===== config.mk =====
export PLATFORM = sky130hd
export DESIGN_NAME = memory_stage_flat
export DESIGN_NICKNAME = d
export VERILOG_FILES = /design/src/rtl/memory_stage_pkg.sv /design/src/rtl/memory_stage_if.sv /design/src/rtl/memory_stage_mem_load_fmt.sv /design/src/rtl/memory_stage.sv /design/src/flat_wrapper.sv
export SDC_FILE = /design/constraint.sdc
export NUM_CORES = 1
export LEC_CHECK = 0
export ABC_CLOCK_PERIOD_IN_PS = 3000
export CAP_MARGIN = 40
export CORE_MARGIN = 2
export CORE_UTILIZATION = 40
export DETAILED_ROUTE_END_ITERATION = 6
export GPL_TIMING_DRIVEN = 0
export PLACE_DENSITY = 0.78
export SKIP_CTS_REPAIR_TIMING = 1
export SKIP_LAST_GASP = 1
export SLEW_MARGIN = 30
export SYNTH_ARGS = -nofsm -noshare
export SYNTH_HDL_FRONTEND = slang
export SYNTH_HIERARCHICAL = 1
export SYNTH_SLANG_ARGS = --single-unit

===== constraint.sdc =====
create_clock -name clk_i -period 3 [get_ports clk_i]
set_input_delay 0.6 -clock clk_i [delete_from_list [all_inputs] [get_ports clk_i]]
set_output_delay 0.6 -clock clk_i [all_outputs]
set_load 0.01 [all_outputs]

===== src/rtl/memory_stage_pkg.sv =====
// memory_stage shared definitions: access sizes, FSM encodings and
// the store-side lane steering helpers.
package memory_stage_pkg;

    localparam logic [1:0] MEM_SIZE_B = 2'b00;
    localparam logic [1:0] MEM_SIZE_H = 2'b01;
    localparam logic [1:0] MEM_SIZE_W = 2'b10;

    localparam logic [1:0] MS_IDLE = 2'b00;
    localparam logic [1:0] MS_REQ  = 2'b01;
    localparam logic [1:0] MS_WAIT = 2'b10;
    localparam logic [1:0] MS_DONE = 2'b11;

    function automatic logic is_misaligned(
        input logic [1:0] size,
        input logic [1:0] a
    );
        logic m;
        m = 1'b0;
        unique case (1'b1)
            (size == MEM_SIZE_B): m = 1'b0;
            (size == MEM_SIZE_H): m = a[0];
            default:              m = |a;
        endcase
        return m;
    endfunction

    function automatic logic [3:0] wstrb_of(
        input logic [1:0] size,
        input logic [1:0] a
    );
        logic [3:0] s;
        s = 4'b0000;
        unique case (1'b1)
            (size == MEM_SIZE_B): s = 4'b0001 << a;
            (size == MEM_SIZE_H): s = 4'b0011 << {a[1], 1'b0};
            default:              s = 4'b1111;
        endcase
        return s;
    endfunction

    // Replicate right-aligned store data across every lane it may land in
    function automatic logic [31:0] wdata_of(
        input logic [1:0]  size,
        input logic [31:0] b
    );
        logic [31:0] d;
        d = '0;
        unique case (1'b1)
            (size == MEM_SIZE_B): d = {4{b[7:0]}};
            (size == MEM_SIZE_H): d = {2{b[15:0]}};
            default:              d = b;
        endcase
        return d;
    endfunction

endpackage


===== src/rtl/memory_stage_if.sv =====
// Data-memory req/gnt/rvalid port bundle; master is the M stage,
// slave is the memory or bus fabric.
interface memory_stage_if #(
    parameter int XLEN = 32
);
    logic            dmem_req_o;
    logic            dmem_we_o;
    logic [XLEN-1:0] dmem_addr_o;
    logic [3:0]      dmem_wstrb_o;
    logic [XLEN-1:0] dmem_wdata_o;
    logic            dmem_gnt_i;
    logic            dmem_rvalid_i;
    logic [XLEN-1:0] dmem_rdata_i;

    modport master (
        output dmem_req_o, dmem_we_o, dmem_addr_o,
        output dmem_wstrb_o, dmem_wdata_o,
        input  dmem_gnt_i, dmem_rvalid_i, dmem_rdata_i
    );

    modport slave (
        input  dmem_req_o, dmem_we_o, dmem_addr_o,
        input  dmem_wstrb_o, dmem_wdata_o,
        output dmem_gnt_i, dmem_rvalid_i, dmem_rdata_i
    );
endinterface


===== src/rtl/memory_stage_mem_load_fmt.sv =====
// Load data formatter: picks the addressed lane out of a word-aligned
// read and sign- or zero-extends it.
module mem_load_fmt
    import memory_stage_pkg::*;
(
    input  logic [31:0] rdata_i,
    input  logic [1:0]  addr_i,
    input  logic [1:0]  size_i,
    input  logic        unsigned_i,
    output logic [31:0] val_o
);
    logic [31:0] sh;
    logic [7:0]  b;
    logic [15:0] h;

    always_comb begin
        sh    = rdata_i >> {addr_i, 3'b000};
        b     = sh[7:0];
        h     = addr_i[1] ? rdata_i[31:16] : rdata_i[15:0];
        val_o = rdata_i;
        unique case (1'b1)
            (size_i == MEM_SIZE_B):
                val_o = {{24{~unsigned_i & b[7]}}, b};
            (size_i == MEM_SIZE_H):
                val_o = {{16{~unsigned_i & h[15]}}, h};
            default:
                val_o = rdata_i;
        endcase
    end
endmodule


===== src/rtl/memory_stage.sv =====
// M-stage data-memory access unit: drives the dmem port, formats loads,
// flags misalignment and bus timeout, and stalls until the access is done.
module memory_stage
    import memory_stage_pkg::*;
#(
    parameter int XLEN        = 32,
    parameter int TIMEOUT_CYC = 64,
    parameter int CNT_W       = 7
) (
    input  logic              clk_i,
    input  logic              rst_n,
    input  logic              ED_mem_read_i,
    input  logic              ED_mem_write_i,
    input  logic [1:0]        ED_mem_size_i,
    input  logic              ED_mem_unsigned_i,
    input  logic [XLEN-1:0]   ED_valE_i,
    input  logic [XLEN-1:0]   ED_valB_i,
    input  logic              M_advance_i,
    memory_stage_if.master    dmem,
    output logic [XLEN-1:0]   M_valM_o,
    output logic              M_stall_o,
    output logic              M_misalign_o,
    output logic              M_bus_err_o
);
    logic [1:0]      state_q, state_d;
    logic [CNT_W-1:0] cnt_q, cnt_d;
    logic [XLEN-1:0] hold_val_q, hold_val_d;
    logic            hold_mis_q, hold_mis_d;
    logic            hold_err_q, hold_err_d;

    logic            op, mis, timeout, req, done;
    logic [XLEN-1:0] fmt_val, val;
    logic            mis_flag, err_flag;

    assign op      = ED_mem_read_i | ED_mem_write_i;
    assign mis     = is_misaligned(ED_mem_size_i, ED_valE_i[1:0]);
    assign timeout = (cnt_q == CNT_W'(TIMEOUT_CYC - 1));

    mem_load_fmt u_fmt (
        .rdata_i    (dmem.dmem_rdata_i),
        .addr_i     (ED_valE_i[1:0]),
        .size_i     (ED_mem_size_i),
        .unsigned_i (ED_mem_unsigned_i),
        .val_o      (fmt_val)
    );

    always_comb begin
        state_d    = state_q;
        cnt_d      = '0;
        hold_val_d = hold_val_q;
        hold_mis_d = hold_mis_q;
        hold_err_d = hold_err_q;
        req        = 1'b0;
        done       = 1'b0;
        val        = '0;
        mis_flag   = 1'b0;
        err_flag   = 1'b0;
        unique case (1'b1)
            (state_q == MS_IDLE): begin
                if (op && mis) begin
                    done     = 1'b1;
                    mis_flag = 1'b1;
                end else if (op) begin
                    req = 1'b1;
                    if (!dmem.dmem_gnt_i) state_d = MS_REQ;
                    else if (ED_mem_write_i) done = 1'b1;
                    else state_d = MS_WAIT;
                end
            end
            (state_q == MS_REQ): begin
                if (timeout) begin
                    done     = 1'b1;
                    err_flag = 1'b1;
                end else begin
                    req   = 1'b1;
                    cnt_d = cnt_q + 1'b1;
                    if (dmem.dmem_gnt_i && ED_mem_write_i) done = 1'b1;
                    else if (dmem.dmem_gnt_i) state_d = MS_WAIT;
                end
            end
            (state_q == MS_WAIT): begin
                if (dmem.dmem_rvalid_i) begin
                    done = 1'b1;
                    val  = fmt_val;
                end else if (timeout) begin
                    done     = 1'b1;
                    err_flag = 1'b1;
                end else begin
                    cnt_d = cnt_q + 1'b1;
                end
            end
            default: begin
                val      = hold_val_q;
                mis_flag = hold_mis_q;
                err_flag = hold_err_q;
                if (M_advance_i) state_d = MS_IDLE;
            end
        endcase
        // An unconsumed result parks in DONE until the M/W register takes it
        if (done) begin
            cnt_d = '0;
            if (M_advance_i) begin
                state_d = MS_IDLE;
            end else begin
                state_d    = MS_DONE;
                hold_val_d = val;
                hold_mis_d = mis_flag;
                hold_err_d = err_flag;
            end
        end
    end

    always_ff @(posedge clk_i) begin
        if (!rst_n) begin
            state_q    <= MS_IDLE;
            cnt_q      <= '0;
            hold_val_q <= '0;
            hold_mis_q <= 1'b0;
            hold_err_q <= 1'b0;
        end else begin
            state_q    <= state_d;
            cnt_q      <= cnt_d;
            hold_val_q <= hold_val_d;
            hold_mis_q <= hold_mis_d;
            hold_err_q <= hold_err_d;
        end
    end

    assign dmem.dmem_req_o   = req;
    assign dmem.dmem_we_o    = req & ED_mem_write_i;
    assign dmem.dmem_addr_o  = req ? {ED_valE_i[XLEN-1:2], 2'b00} : '0;
    assign dmem.dmem_wstrb_o = req ? wstrb_of(ED_mem_size_i, ED_valE_i[1:0]) : 4'b0000;
    assign dmem.dmem_wdata_o = req ? wdata_of(ED_mem_size_i, ED_valB_i) : '0;

    assign M_valM_o     = val;
    assign M_misalign_o = mis_flag;
    assign M_bus_err_o  = err_flag;
    assign M_stall_o    = op & ~done & (state_q != MS_DONE);
endmodule


===== src/flat_wrapper.sv =====
// flat-port wrapper written by rule: the top's interface ports become plain ports
module memory_stage_flat import memory_stage_pkg::*;
#(
    parameter int XLEN        = 32,
    parameter int TIMEOUT_CYC = 64,
    parameter int CNT_W       = 7
)
  (clk_i, rst_n, ED_mem_read_i, ED_mem_write_i, ED_mem_size_i, ED_mem_unsigned_i, ED_valE_i, ED_valB_i, M_advance_i, M_valM_o, M_stall_o, M_misalign_o, M_bus_err_o, dmem_dmem_req_o, dmem_dmem_we_o, dmem_dmem_addr_o, dmem_dmem_wstrb_o, dmem_dmem_wdata_o, dmem_dmem_gnt_i, dmem_dmem_rvalid_i, dmem_dmem_rdata_i);
  memory_stage_if #(.XLEN(XLEN)) dmem_i ();
  input  logic clk_i;
  input  logic rst_n;
  input  logic ED_mem_read_i;
  input  logic ED_mem_write_i;
  input  logic [1:0] ED_mem_size_i;
  input  logic ED_mem_unsigned_i;
  input  logic [XLEN-1:0] ED_valE_i;
  input  logic [XLEN-1:0] ED_valB_i;
  input  logic M_advance_i;
  output logic [XLEN-1:0] M_valM_o;
  output logic M_stall_o;
  output logic M_misalign_o;
  output logic M_bus_err_o;
  output wire logic [$bits(dmem_i.dmem_req_o)-1:0] dmem_dmem_req_o;
  output wire logic [$bits(dmem_i.dmem_we_o)-1:0] dmem_dmem_we_o;
  output wire logic [$bits(dmem_i.dmem_addr_o)-1:0] dmem_dmem_addr_o;
  output wire logic [$bits(dmem_i.dmem_wstrb_o)-1:0] dmem_dmem_wstrb_o;
  output wire logic [$bits(dmem_i.dmem_wdata_o)-1:0] dmem_dmem_wdata_o;
  input wire logic [$bits(dmem_i.dmem_gnt_i)-1:0] dmem_dmem_gnt_i;
  input wire logic [$bits(dmem_i.dmem_rvalid_i)-1:0] dmem_dmem_rvalid_i;
  input wire logic [$bits(dmem_i.dmem_rdata_i)-1:0] dmem_dmem_rdata_i;
  assign dmem_dmem_req_o = dmem_i.dmem_req_o;
  assign dmem_dmem_we_o = dmem_i.dmem_we_o;
  assign dmem_dmem_addr_o = dmem_i.dmem_addr_o;
  assign dmem_dmem_wstrb_o = dmem_i.dmem_wstrb_o;
  assign dmem_dmem_wdata_o = dmem_i.dmem_wdata_o;
  assign dmem_i.dmem_gnt_i = dmem_dmem_gnt_i;
  assign dmem_i.dmem_rvalid_i = dmem_dmem_rvalid_i;
  assign dmem_i.dmem_rdata_i = dmem_dmem_rdata_i;
  memory_stage #(.XLEN(XLEN), .TIMEOUT_CYC(TIMEOUT_CYC), .CNT_W(CNT_W)) u_core (.clk_i(clk_i), .rst_n(rst_n), .ED_mem_read_i(ED_mem_read_i), .ED_mem_write_i(ED_mem_write_i), .ED_mem_size_i(ED_mem_size_i), .ED_mem_unsigned_i(ED_mem_unsigned_i), .ED_valE_i(ED_valE_i), .ED_valB_i(ED_valB_i), .M_advance_i(M_advance_i), .dmem(dmem_i), .M_valM_o(M_valM_o), .M_stall_o(M_stall_o), .M_misalign_o(M_misalign_o), .M_bus_err_o(M_bus_err_o));
endmodule

Yosys cells after proc, flatten, opt, wreduce, memory -nomap -nowiden
Index checks and enable logic that the tools add are counted.
{"block": "op_classes", "add_sub_neg": 1, "n_eq_ne": 12, "n_shift": 3, "n_reduce_logical": 11, "mux": 41, "bitwise_logic": 10}
{"operator": "case mux 32 bit (2 select lines)", "n": 3}
{"operator": "2-to-1 mux 32 bit", "n": 3}
{"operator": "right shift 32 x 5 -> 8 bit", "n": 1}
{"operator": "2-to-1 mux 2 bit", "n": 10}
{"operator": "2-to-1 mux 16 bit", "n": 1}
{"operator": "2-to-1 mux 7 bit", "n": 2}
{"operator": "case mux 7 bit (2 select lines)", "n": 1}
{"operator": "2-to-1 mux 1 bit", "n": 13}
{"operator": "!= test 3 x 2 -> 1 bit, second input constant", "n": 3}
{"operator": "case mux 4 bit (2 select lines)", "n": 1}
{"operator": "AND reduction 8 bit", "n": 1}
{"operator": "OR reduction 2 bit", "n": 4}
{"operator": "adder 7 x 1 -> 7 bit, second input constant", "n": 1}
{"operator": "equality test 7 x 6 -> 1 bit, second input constant", "n": 1}
{"operator": "case mux 1 bit (2 select lines)", "n": 3}
{"operator": "case mux 1 bit (3 select lines)", "n": 2}
{"operator": "case mux 2 bit (3 select lines)", "n": 1}
{"operator": "bitwise AND 1 bit", "n": 5}
{"operator": "equality test 2 x 1 -> 1 bit, second input constant", "n": 2}
{"operator": "logical NOT 2 bit", "n": 2}
{"operator": "2-to-1 mux 4 bit", "n": 1}
{"operator": "!= test 4 x 3 -> 1 bit, second input constant", "n": 1}
{"operator": "inverter 1 bit", "n": 4}
{"operator": "nonzero test 4 bit", "n": 1}
{"operator": "other kinds (10)", "n": 11}
{"block": "totals", "out_inout_bits": 105, "elab_cells": 83, "ff_bits": 43}

Logic depth before layout (Yosys ltp)
{"block": "logic_depth", "depth_word": 8, "depth_mapped": 9}

Modules after synthesis
Netlist, hierarchy kept.
{"module": "memory_stage", "cells_each": 416, "instances": 1, "area_each_um2": 3001.6}
{"module": "mem_load_fmt", "cells_each": 122, "instances": 1, "area_each_um2": 842.1}

Worst setup path before layout
Ideal clock, no wire load.
{"block": "synth_timing", "kind": "input -> output", "from": "in ED_mem_size_i[1]", "to": "out M_stall_o", "path_slack_ns": 0.422, "required_time_ns": 2.400, "cell_stages": 7, "path_buffers": 3, "arrival_time_ns": 1.978, "cell_sequence": "or2_1 -> buf_6 -> a21o_1 -> a32o_2 -> buf_6 -> clkbuf_1 -> nor3_1"}
{"block": "synth_via", "elab_chain_len": 8, "elab_cells_between_ends": 9}
{"element": "start, declared", "line_no": "flat_wrapper.sv:14", "text": "input logic [1:0] ED_mem_size_i;"}
{"element": "equality test 2 x 1 -> 1 bit or logical NOT 2 bit (tied branches)", "line_no": "memory_stage_pkg.sv:22, memory_stage_pkg.sv:21"}
{"element": "case mux 1 bit (2 select lines) *", "line_no": "memory_stage_pkg.sv:20", "text": "unique case (1'b1)"}
{"element": "logical AND 1 bit *", "line_no": "memory_stage.sv:60", "text": "if (op && mis) begin"}
{"element": "2-to-1 mux 1 bit *", "line_no": "memory_stage.sv:60"}
{"element": "case mux 1 bit (3 select lines) *", "line_no": "memory_stage.sv:58", "text": "unique case (1'b1)"}
{"element": "inverter 1 bit *", "line_no": "memory_stage.sv:138", "text": "assign M_stall_o = op & ~done & (state_q != MS_DONE);"}
{"element": "bitwise AND 1 bit * (2 in series)", "line_no": "memory_stage.sv:138"}
{"element": "end, declared", "line_no": "flat_wrapper.sv:20", "text": "output logic M_stall_o;"}
Mark *: on every way between the ends. The rest lies on a longest branch, timed or not.

Final worst setup path
{"block": "layout_timing", "from": "in dmem_dmem_rdata_i[15]", "to": "out M_valM_o[8]"}
{"block": "layout_via", "elab_chain_len": 5}
{"element": "start, declared", "line_no": "flat_wrapper.sv:30", "text": "input wire logic [$bits(dmem_i.dmem_rdata_i)-1:0] dmem_dmem_rdata_i;"}
{"element": "right shift 32 x 5 -> 8 bit", "line_no": "memory_stage_mem_load_fmt.sv:17", "text": "sh = rdata_i >> {addr_i, 3'b000};"}
{"element": "bitwise AND 1 bit", "line_no": "memory_stage_mem_load_fmt.sv:23", "text": "val_o = {{24{~unsigned_i & b[7]}}, b};"}
{"element": "case mux 32 bit (2 select lines)", "line_no": "memory_stage_mem_load_fmt.sv:21", "text": "unique case (1'b1)"}
{"element": "net u_core.fmt_val[8]", "line_no": "memory_stage.sv:32", "text": "logic [XLEN-1:0] fmt_val, val;"}
{"element": "2-to-1 mux 32 bit", "line_no": "memory_stage.sv:82", "text": "if (dmem.dmem_rvalid_i) begin"}
{"element": "case mux 32 bit (2 select lines)", "line_no": "memory_stage.sv:58"}
{"element": "end, declared", "line_no": "flat_wrapper.sv:19", "text": "output logic [XLEN-1:0] M_valM_o;"}
The timed path passes the listed nets, and every way through them passes these cells.

==> metrics <==
status=finished with violations; failing checks=negative setup slack; clock latency on the worst-skew pair=0.30 ns; Clock Power Share=15.8%; Syn Area/Cell=between 7 and 8 µm²; Post-DRT Antenna Nets=0; Area Growth Syn to Fin=73.7%; crit path cell chain=clkdlybuf4s50_1 -> mux2_4 -> a22oi_4 -> buf_6 -> o221ai_1 -> a22o_1 -> clkdlybuf4s50_1; Worst-Margin Slew=0.584 ns; DRC=0; CP max stage delay=about 0.48 ns; first-pass GRT wire length=approximately 26000 µm; combinational fraction of design power=66.2%; Area after DPL=6080 µm²; Max FO, Critical Path=5; fmax=about 0.31 GHz; via/cell ratio=5.74; register bit count reported by yosys=43; YS warnings=6; Setup Crit Path Kind=in2out; # Max-Cap Violations=0; Mapped Area=around 3800 µm²; Initial Utilization=41.4%; Finished Cell Area=6680 µm²; CORE AREA=9280 µm²; Net Sw Power=approximately 0.0014 W; Top FF cell, synth=dfxtp_1; Row Count=35; initial drt markers=384; Pwr Density=512 nW/µm²; WP buf/inv=3; synth unique cells=53; Final HPWL DP=13700 µm; Pint=0.00201 W; endpoint class of the critical path=primary output; Max Slew Vio Count=0; routability cong.=0.966; I/O pin cnt=211; slowest CP cell=clkdlybuf4s50_1; Worst-path clk slew=around 0.080 ns; layout cell share with drive strength beyond 1=11.7%; I/O Buffers=slightly above 200; root buf cell=clkbuf_8; HP Class=reg2reg; setup slack after layout=-0.175 ns; Lkg Pwr=around 3.9 nW; DR WL/cell=19.7 µm; final period utilization=106%; Layout Utilization=between 70% and 80%; Clock Path Buffers=2; Chip Width=102 µm; Post-layout nets=about 900; clk sinks=43; Startpoint Class=input pin; final setup vio count=7; Final TNS setup=-0.620 ns; ys async rst share=0%; slew margin rel.=60.9%; die extent in y=102 µm; switch share=41.2%; 1st-pass router iterations=5; Largest delay share family, worst path=buffers and inverters; Seq pwr share=between 10% and 20%; Seq/Total Area, Yosys=22.4%; pin count of the biggest net entering global routing=14; vias in the first global route=~4800; RSZ-0062 raised after global routing=true; H-tree levels=2; Worst Path Arrival=2.57 ns; vias post-DR=5170; Post-synth EDFFs=0; TritonCTS buffer count=5; global route overflow=0; Layout Skew=0.00600 ns; minimum clock period=3.17 ns; critical path's most frequent cell=clkdlybuf4s50_1; CTS tree=built; Post-Synthesis Cells=around 540; Post-Place Worst Slack=-1.08 ns; final hold vios=0; initial antenna violation count=0; DIE AREA=10400 µm²; VDD IR max=0.328 mV; total global routing track utilization=31.9%; Worst Path Required=2.40 ns; WL final=about 18000 µm
registers in the layout (all words and copies together) (netlist names):
name and cells:
u_core/state_q 2, u_core/cnt_q 7, u_core/hold_mis_q 1, u_core/hold_err_q 1, u_core/hold_val_q 32
routing by layer:
layer	track usage, %	share of wire, %
met2	55.2	50
met5	0	0
met4	8.92	1.7
met1	40.4	39
met3	6.22	9.4
cell type report:
cell class	instances	area [µm²]
flip-flops and latches	43	862
plain buffers	53	342
repair buffers	224	2410
well taps	129	161
inverters	11	41.3
diodes	1	2.50
fillers	778	2610
clock buffers	6	72.6
clock inverters	2	60.1
multi-input cells	431	2720
power by group through the flow:
| stage | Sequential (W) | Combinational, W | Clock [W] |
|---|---|---|---|
| after CTS | 0.000615 | 0.00223 | 0.000551 |
| after detailed placement | 0.000627 | 0.00221 | 0 |
| after global placement | 0.000625 | 0.00220 | 0 |
| final | 0.000617 | 0.00226 | 0.000541 |
| after global routing | 0.000618 | 0.00240 | 0.000570 |
| after floorplan | 0.000621 | 0.00107 | 0 |
kinds of logic after synthesis:
family | count (synthesis) | share of synthesized area [%]
xor+xnor | 4 | 0.912
buf+inv | 65 | 8.56
compound gates | 170 | 29.3
simple gates | 218 | 28.5
other cells | 1 | 0.0976
mux | 32 | 8.59
flops | 43 | 22.4
fa+ha+maj | 5 | 1.63
stage by stage:
| stage | power (W) | cells | hold slack, ns |
|---|---|---|---|
| 3_3_place_gp | 0.00282 | 875 | 0.435 |
| 2_1_floorplan | 0.00169 | 539 | 0.425 |
| 3_5_place_dp | 0.00284 | 875 | 0.441 |
| 5_1_grt | 0.00359 | 899 | 0.446 |
| 6_report | 0.00342 | 900 | 0.433 |
| 4_1_cts | 0.00339 | 883 | 0.453 |
cell usage in the layout, fill, tap and decap left out, types with 3 or more instances in the layout:
cell	netlist	routed
buf_1	7	5
clkbuf_4	0	3
o21ai_0	8	8
nor3_1	6	6
clkbuf_8	0	5
buf_2	8	9
a21oi_1	63	62
nand4_1	34	34
inv_1	9	9
clkdlybuf4s50_1	0	111
nor2_1	38	35
o221ai_2	3	3
o221ai_1	5	5
mux2i_1	30	30
nand2_1	66	66
dlymetal6s2s_1	0	92
o21ai_1	34	34
nor2_4	0	3
a22o_1	32	32
clkbuf_1	27	11
ha_1	5	3
nor2b_1	17	17
buf_4	4	20
clkbuf_2	0	14
dfxtp_1	43	42
buf_6	8	13
o22a_1	7	7
and2_1	42	42
final timing paths:
| kind | from | endpoint | slack (ns) | depth (start not counted) |
|---|---|---|---|---|
| max | dmem_dmem_rdata_i[15] | M_valM_o[8] | -0.17 | 7 |
| min | u_core/cnt_q[0] | u_core/cnt_q[0] | 0.43 | 1 |
| max reg2reg | u_core/state_q[0] | u_core/hold_val_q[3] | 0.75 | 9 |
| min reg2reg | u_core/cnt_q[0] | u_core/cnt_q[0] | 0.43 | 1 |
cell usage after synthesis, drive strengths merged (2+ instances only):
master	count	area share, %
o21ai	42	5.5
clkbuf	27	2.6
nor3	6	0.78
dfxtp	43	22
a22o	32	7.3
nor2	38	3.7
and3	2	0.33
or2	2	0.33
o22a	7	1.6
o221ai	8	2.3
nand4	34	5.5
ha	5	1.6
buf	27	4.9
nand2	66	6.4
mux2	2	0.78
a32o	2	0.55
xor2	2	0.46
nand2b	2	0.33
a31oi	2	0.33
nor2b	17	2.8
xnor2	2	0.46
nand3	3	0.39
inv	10	0.98
nand3b	2	0.39
and2	42	6.8
or3	2	0.33
a21oi	64	8.6
mux2i	30	7.8
a21o	2	0.39
Note: power is estimated with default switching activity, not from simulation.
